[src/rtl/mem_bus_arbiter.sv]
// ============================================================================
// mem_bus_arbiter
// ----------------------------------------------------------------------------
// Shares the single on-chip feature/weight SRAM port among three bus interface
// units: imap_biu (read), wt_biu (read) and omap_biu (write).
//
// Arbitration is per session. A BIU raises its level req. From IDLE the
// arbiter takes one cycle to register a round-robin grant. The order is
// imap -> wt -> omap -> imap, starting at the rr pointer. The owner then keeps
// the port until it drops both req and vld. The pointer then moves to the BIU
// after the owner, and one IDLE cycle separates consecutive sessions.
//
// Commands pass straight through in the same cycle. A beat is owner vld & rdy.
// Read data comes back from the SRAM one cycle later. A registered tag routes
// it to the BIU that issued the read, even if the grant has moved on by then.
//
// Optional feature (macro ARB_BURST_LIMIT_EN):
//   The owner's beats are counted. After MAX_BURST beats, if any other BIU is
//   requesting, the owner is cut off (rdy=0 for that cycle) and the grant
//   rotates. The owner keeps its req and is granted again in round-robin order.
//   If no other BIU is requesting, the count restarts and the grant is held.
//   Without the macro there is no counter and MAX_BURST has no effect.
//
// Ports
//   clk, rst                       clock, synchronous active-high reset
//   imap_biu2arb_req/addr/vld      imap session request, read command
//   imap_biu2arb_rdy               imap command accepted
//   arb2imap_biu_data/vld          imap read return
//   wt_biu2arb_*, arb2wt_biu_*     same set for the weight BIU
//   omap_biu2arb_req/addr/data/vld omap session request, write command
//   omap_biu2arb_rdy               omap write accepted
//   arb2mem_en/we/addr/wdata       SRAM access port
//   mem2arb_rdata                  SRAM read data (1 cycle after read strobe)
//   arb_gnt                        one-hot owner {omap,wt,imap}; 0 = idle
// ============================================================================
module mem_bus_arbiter #(
    parameter int unsigned AW        = 32,
    parameter int unsigned DW        = 32,
    parameter int unsigned MAX_BURST = 16
) (
    input  logic          clk,
    input  logic          rst,

    input  logic          imap_biu2arb_req,
    input  logic [AW-1:0] imap_biu2arb_addr,
    input  logic          imap_biu2arb_vld,
    output logic          imap_biu2arb_rdy,
    output logic [DW-1:0] arb2imap_biu_data,
    output logic          arb2imap_biu_vld,

    input  logic          wt_biu2arb_req,
    input  logic [AW-1:0] wt_biu2arb_addr,
    input  logic          wt_biu2arb_vld,
    output logic          wt_biu2arb_rdy,
    output logic [DW-1:0] arb2wt_biu_data,
    output logic          arb2wt_biu_vld,

    input  logic          omap_biu2arb_req,
    input  logic [AW-1:0] omap_biu2arb_addr,
    input  logic [DW-1:0] omap_biu2arb_data,
    input  logic          omap_biu2arb_vld,
    output logic          omap_biu2arb_rdy,

    output logic          arb2mem_en,
    output logic          arb2mem_we,
    output logic [AW-1:0] arb2mem_addr,
    output logic [DW-1:0] arb2mem_wdata,
    input  logic [DW-1:0] mem2arb_rdata,

    output logic [2:0]    arb_gnt
);

    typedef enum logic {
        ST_IDLE = 1'b0,
        ST_GNT  = 1'b1
    } state_t;

    state_t     state_q, state_d;
    logic [2:0] gnt_q, gnt_d;          // one-hot owner {omap,wt,imap}
    logic [2:0] rr_q, rr_d;            // one-hot round-robin start point
    logic       rd_vld_q, rd_vld_d;    // read return due this cycle
    logic       rd_tag_wt_q, rd_tag_wt_d;  // 1: return belongs to wt, 0: imap

    logic [2:0] req_vec;
    logic [2:0] vld_vec;
    logic [2:0] rdy_vec;
    logic       owner_req;
    logic       owner_vld;
    logic       other_req;
    logic       beat;
    logic       release_now;
    logic       preempt;

    logic [2:0] rr_mask;
    logic [2:0] req_hi;
    logic [2:0] req_cand;
    logic [2:0] pick;

    assign req_vec = {omap_biu2arb_req, wt_biu2arb_req, imap_biu2arb_req};
    assign vld_vec = {omap_biu2arb_vld, wt_biu2arb_vld, imap_biu2arb_vld};

    assign owner_req = |(gnt_q & req_vec);
    assign owner_vld = |(gnt_q & vld_vec);
    assign other_req = |(~gnt_q & req_vec);

    // Round-robin pick. First look at requesters at or above the pointer
    // (mask = all bits >= rr). If there are none, wrap around and look at all
    // requesters. The lowest set bit of the chosen group wins.
    assign rr_mask  = ~(rr_q - 3'd1);
    assign req_hi   = req_vec & rr_mask;
    assign req_cand = (req_hi != 3'b000) ? req_hi : req_vec;
    assign pick     = req_cand & ~(req_cand - 3'd1);

`ifdef ARB_BURST_LIMIT_EN
    localparam int unsigned CNT_W = $clog2(MAX_BURST + 1);

    logic [CNT_W-1:0] burst_cnt_q, burst_cnt_d;
    logic             limit_hit;

    assign limit_hit = (state_q == ST_GNT) && (burst_cnt_q == CNT_W'(MAX_BURST));
    assign preempt   = limit_hit && other_req;

    always_comb begin
        burst_cnt_d = burst_cnt_q;
        if ((state_q != ST_GNT) || release_now || preempt) begin
            burst_cnt_d = '0;
        end else if (limit_hit) begin
            // Nobody else is waiting. Start a fresh window and count this
            // cycle's beat, if there is one.
            burst_cnt_d = beat ? CNT_W'(1) : '0;
        end else if (beat) begin
            burst_cnt_d = burst_cnt_q + CNT_W'(1);
        end
    end

    always_ff @(posedge clk) begin
        if (rst) begin
            burst_cnt_q <= '0;
        end else begin
            burst_cnt_q <= burst_cnt_d;
        end
    end
`else
    assign preempt = 1'b0;

    // MAX_BURST only matters when the burst limit is compiled in. Values
    // below 1 are not meaningful.
    if (MAX_BURST < 1) begin : g_max_burst_unsupported
    end
`endif

    // The owner is ready whenever it holds the grant, whatever its req is.
    // The only exception is the cycle in which it is being preempted.
    assign rdy_vec = preempt ? 3'b000 : gnt_q;
    assign beat    = |(rdy_vec & vld_vec);

    assign imap_biu2arb_rdy = rdy_vec[0];
    assign wt_biu2arb_rdy   = rdy_vec[1];
    assign omap_biu2arb_rdy = rdy_vec[2];
    assign arb_gnt          = gnt_q;

    // Next-state logic for the arbitration FSM
    always_comb begin
        state_d     = state_q;
        gnt_d       = gnt_q;
        rr_d        = rr_q;
        release_now = 1'b0;
        case (state_q)
            ST_IDLE: begin
                if (|req_vec) begin
                    state_d = ST_GNT;
                    gnt_d   = pick;
                end
            end
            ST_GNT: begin
                // A BIU that drops req with a final beat still pending keeps
                // the port until that beat has drained.
                release_now = !owner_req && !owner_vld;
                if (release_now || preempt) begin
                    state_d = ST_IDLE;
                    gnt_d   = 3'b000;
                    rr_d    = {gnt_q[1:0], gnt_q[2]};
                end
            end
            default: begin
                state_d = ST_IDLE;
                gnt_d   = 3'b000;
            end
        endcase
    end

    // SRAM command mux. The outputs are zero when there is no beat.
    always_comb begin
        arb2mem_addr  = '0;
        arb2mem_wdata = '0;
        if (beat) begin
            if (gnt_q[0]) begin
                arb2mem_addr = imap_biu2arb_addr;
            end else if (gnt_q[1]) begin
                arb2mem_addr = wt_biu2arb_addr;
            end else begin
                arb2mem_addr  = omap_biu2arb_addr;
                arb2mem_wdata = omap_biu2arb_data;
            end
        end
    end

    assign arb2mem_en = beat;
    assign arb2mem_we = beat & gnt_q[2];

    // Read-return tagging. The tag is captured at the beat, so the returning
    // data does not depend on who owns the port one cycle later.
    assign rd_vld_d    = beat & ~gnt_q[2];
    assign rd_tag_wt_d = beat ? gnt_q[1] : rd_tag_wt_q;

    assign arb2imap_biu_vld  = rd_vld_q & ~rd_tag_wt_q;
    assign arb2wt_biu_vld    = rd_vld_q &  rd_tag_wt_q;
    assign arb2imap_biu_data = arb2imap_biu_vld ? mem2arb_rdata : '0;
    assign arb2wt_biu_data   = arb2wt_biu_vld   ? mem2arb_rdata : '0;

    always_ff @(posedge clk) begin
        if (rst) begin
            state_q     <= ST_IDLE;
            gnt_q       <= 3'b000;
            rr_q        <= 3'b001;
            rd_vld_q    <= 1'b0;
            rd_tag_wt_q <= 1'b0;
        end else begin
            state_q     <= state_d;
            gnt_q       <= gnt_d;
            rr_q        <= rr_d;
            rd_vld_q    <= rd_vld_d;
            rd_tag_wt_q <= rd_tag_wt_d;
        end
    end

endmodule
[config.mk]
export PLATFORM = sky130hd
export DESIGN_NAME = mem_bus_arbiter
export DESIGN_NICKNAME = d
export VERILOG_FILES = /design/src/rtl/mem_bus_arbiter.sv
export SDC_FILE = /design/constraint.sdc
export NUM_CORES = 1
export LEC_CHECK = 0
export BUFFER_PORTS_ARGS = -buffer_cell sky130_fd_sc_hd__buf_2
export CAP_MARGIN = 0
export CORE_AREA = 2 2 117 119
export DETAILED_ROUTE_END_ITERATION = 12
export DIE_AREA = 0 0 119 121
export SYNTH_ARGS = -nofsm -noshare
export SYNTH_HDL_FRONTEND = slang
export SYNTH_SLANG_ARGS = --single-unit
export TNS_END_PERCENT = 10
[constraint.sdc]
create_clock -name clk -period 1.75 [get_ports clk]
set_clock_uncertainty 0.1 [all_clocks]
set_input_delay 0.525 -clock clk [delete_from_list [all_inputs] [get_ports clk]]
set_output_delay 0.525 -clock clk [all_outputs]
set_load 0.01 [all_outputs]
==> impl_metrics.toml <==
[global_routing]
globalRouteTotalUtil_pct = 13.1
grt_start_max_net_pins = 35
vias_in_the_first_global_route = 2965
grt.overflow.total = 0
grt_first_pass_wirelength_mm = 15.0
grt_antenna_before_repair = 0

[logic_synthesis]
postSynthAreaPerCell_sq_um = 7.40
cell_type_contributing_the_most_total_cell_area_after_synthesis = "and2_1"
netlist_top_cells_area = "and2_1 20%, mux2_2 18%, mux2i_1 17%"
yosys.area.top_type_share_pct = 19.8
synth.ff_latch_count = 9
synthesis.instances = 277
mappedNetlistNets = 446
synth_sequential_area_ratio_pct = 8.79
synth_warnings = 0
netlist-cell-type-count = 32
netlist_area_sq_mm = 0.00205

[die]
floorplan.io_pins = 306
std_cell_rows = 42
die_y_microns = 121
start_util_pct = 15.7
die_area_sq_mm = 0.0144
die_width_microns = 119
area_of_the_core_region_sq_mm = 0.0131

[setup_path]
r2r.worst_path.cells = 6
worst_ep_arrival_time_ns = 1.55
setup.worst_path.class = "in2out"
worst-endpoint-required_ns = 1.12
timing.rr.end = "rr_q[0]"
worstSetupEndpointType = "output pin"
cp_max_fo = 8
worstReg2RegStart = "arb_gnt[0]"
reg_to_reg_setup_timing_slack_ns = 0.03
critical_path.startpoint_type = "primary input"

[finish]
postLayoutCoreUtil_pct = 31.8
final_net_count = 749
syn_to_final_growth_pct = 103
layout_common_cells = "296 x buf_2, 55 x and2_1, 35 x mux2i_1, 32 x mux2_2, 32 x and3_1"
final_common_cell = "buf_2"
final-instance-count-excl-fill = 755
n_fill_cell = 1396
finish.instance_area_sq_mm = 0.00416
fraction_of_final_layout_cells_sized_beyond_drive_strength_1_pct = 67.5
insertedDiodeCount = 0

[place]
dp_hpwl_mm = 8.78
placedCellCount = 746
post_place_instance_area_sq_mm = 0.00387
placement.io_buffers = 305
place.gp.congestion = 0.744

[power]
share_clk_of_total_power_pct = 21.6
net-switching-power_uw = 685
ir_worst_vdd_v = 0.000244
seq_power_share_pct = 13.5
power.total_uw = 1860
power_per_cell_area_mw_per_mm2 = 448
p_leak_uw = 0.00247
logic_pwr_share_pct = 64.9
power_report.internal_total_uw = 1180
sw_frac_of_total_pct = 36.7

[drt]
dr.pass1.iters = 4
drc = 0
average_routed_wire_per_standard_cell_microns = 13.9
drt-total-wl_mm = 10.5
vias_per_cell = 4.16
final_antenna_net_count = 0
drt-initial-drc-count = 77
via_count = 3140

[sta]
period_share_pct = 124
timing.final.hold_violations = 0
unrepaired_setup_endpoints_after_global_routing = "true"
finalWorstSetupSlack_ns = -0.422
max_slew_margin_vs_limit_pct = 62.5
tns_ns = -22.00
final-max-slew-violation-count = 0
tightestPinTransition_ns = 0.556
maxClockFrequency_mhz = 460
timing.final.setup_violations = 99
post-route-min-period_ns = 2.17

[clock_tree]
tritoncts = "done"
clockRootBuffer = "clkbuf_16"
cts_buffers = 3
cts.path.max_buffers = 2
clock_latency_ns = 0.24
path_clk_slew_ns = 0.04
clkSinkCount = 9
ctsHtreeMaxLevel = 1

[run_status]
status = "complete, but fails checks"
failing_checks = "negative setup slack"

[job]
max_cap_viol_count = 0

[hold_path]
hold_path_end = "rr_q[1]"
worst_hold_startpoint = "rr_q[1]"
hold_path_depth = 2
hold_class = "reg2reg"
==> power by group through the flow <==
stage	combinational [uW]	sequential, uW	clock, uW
after floorplan	629	253	0
after global placement	1100	251	0
after detailed placement	1100	251	0
after CTS	1220	250	410
after global routing	1320	254	419
final	1210	251	403
==> kinds of logic (layout without fill, tap and decap cells) <==
| group | count (synthesis) | count (layout) | share of synthesized area, % |
|---|---|---|---|
| buffers and inverters | 34 | 336 | 8.00 |
| multiplexers | 67 | 67 | 34.7 |
| XOR/XNOR | 1 | 1 | 0.427 |
| AO/OA/AOI/OAI | 12 | 12 | 4.88 |
| adder cells (fa/ha/maj) | 1 | 1 | 0.610 |
| flip-flops | 9 | 9 | 8.79 |
| AND/OR/NAND/NOR | 153 | 153 | 42.6 |
==> state kept, by name (all words and copies together) (netlist names) <==
| signal | count |
|---|---|
| rd_tag_wt_q | 1 |
| rr_q | 3 |
| rd_vld_q | 1 |
| state_q | 1 |
| arb_gnt | 3 |
==> cell usage after synthesis <==
cell type,number
nor3_2,1
a22oi_1,3
buf_6,1
and3_1,32
nor3_1,4
dfxtp_1,9
or2_2,1
ha_1,1
nor4_1,1
nand2b_1,5
or4b_1,1
a221o_1,1
a211o_1,1
inv_1,5
buf_4,4
and2_1,65
nand2_1,1
o311ai_0,1
o32ai_1,3
nand3b_1,1
a222oi_1,1
o2bb2ai_1,1
nor2b_1,3
xor2_1,1
mux2i_1,35
o21ai_0,1
nand4_1,1
nor2_1,36
mux2_2,32
and4_4,1
buf_2,11
clkbuf_1,13
==> cell type report <==
class / count / area [sq um] / share of cell area (%)
clock buffers: 4 / 78.8 / 1.90
inverters: 5 / 18.8 / 0.451
multi-input cells: 234 / 1780 / 42.7
flip-flops and latches: 9 / 189 / 4.54
well taps: 176 / 220 / 5.29
repair buffers: 327 / 1880 / 45.1
==> worst max-delay path by stage <==
stage                          start           endpoint  slack, ns
finish              imap_biu2arb_vld   arb2mem_addr[10]      -0.42
floorplan           imap_biu2arb_vld  arb2mem_wdata[10]      -0.09
CTS                 imap_biu2arb_vld   arb2mem_addr[11]      -0.44
global placement    imap_biu2arb_vld    arb2mem_addr[3]      -0.46
detailed placement  imap_biu2arb_vld   arb2mem_addr[23]      -0.51
global route        imap_biu2arb_vld   arb2mem_addr[17]      -0.52
==> metrics by stage <==
stage	worst slack (ns)	hold slack [ns]
final	-0.422	0.379
after global routing	-0.518	0.405
after CTS	-0.442	0.380
after detailed placement	-0.512	0.369
after global placement	-0.461	0.361
after floorplan	-0.0929	0.353
==> per-layer routing <==
| metal | GRT usage, % | up-vias | share of wire, % |
|---|---|---|---|
| met5 | 0 | - | 0 |
| met4 | 2.83 | 0 | 1.0 |
| met3 | 2.35 | 8 | 8.2 |
| met2 | 26.7 | 186 | 54 |
| met1 | 13.8 | 1390 | 37 |
| li1 | - | 1556 | - |
==> worst max-delay path, stage by stage <==
cell and delay (ns):
buf_6 0.10, a222oi_1 0.30, buf_4 0.18, buf_8 0.12, buf_12 0.14, nor2_2 0.04
buf_2 0.13
==> timing repair <==
item                       in CTS  in global routing
buffers inserted                3                  0
setup endpoints to repair     130                139
hold buffers                    0                  0
pin swaps                      20                  1
gates resized for setup        36                  8
cloned                          2                  0
No activity file was read; power rests on OpenSTA's default activity.
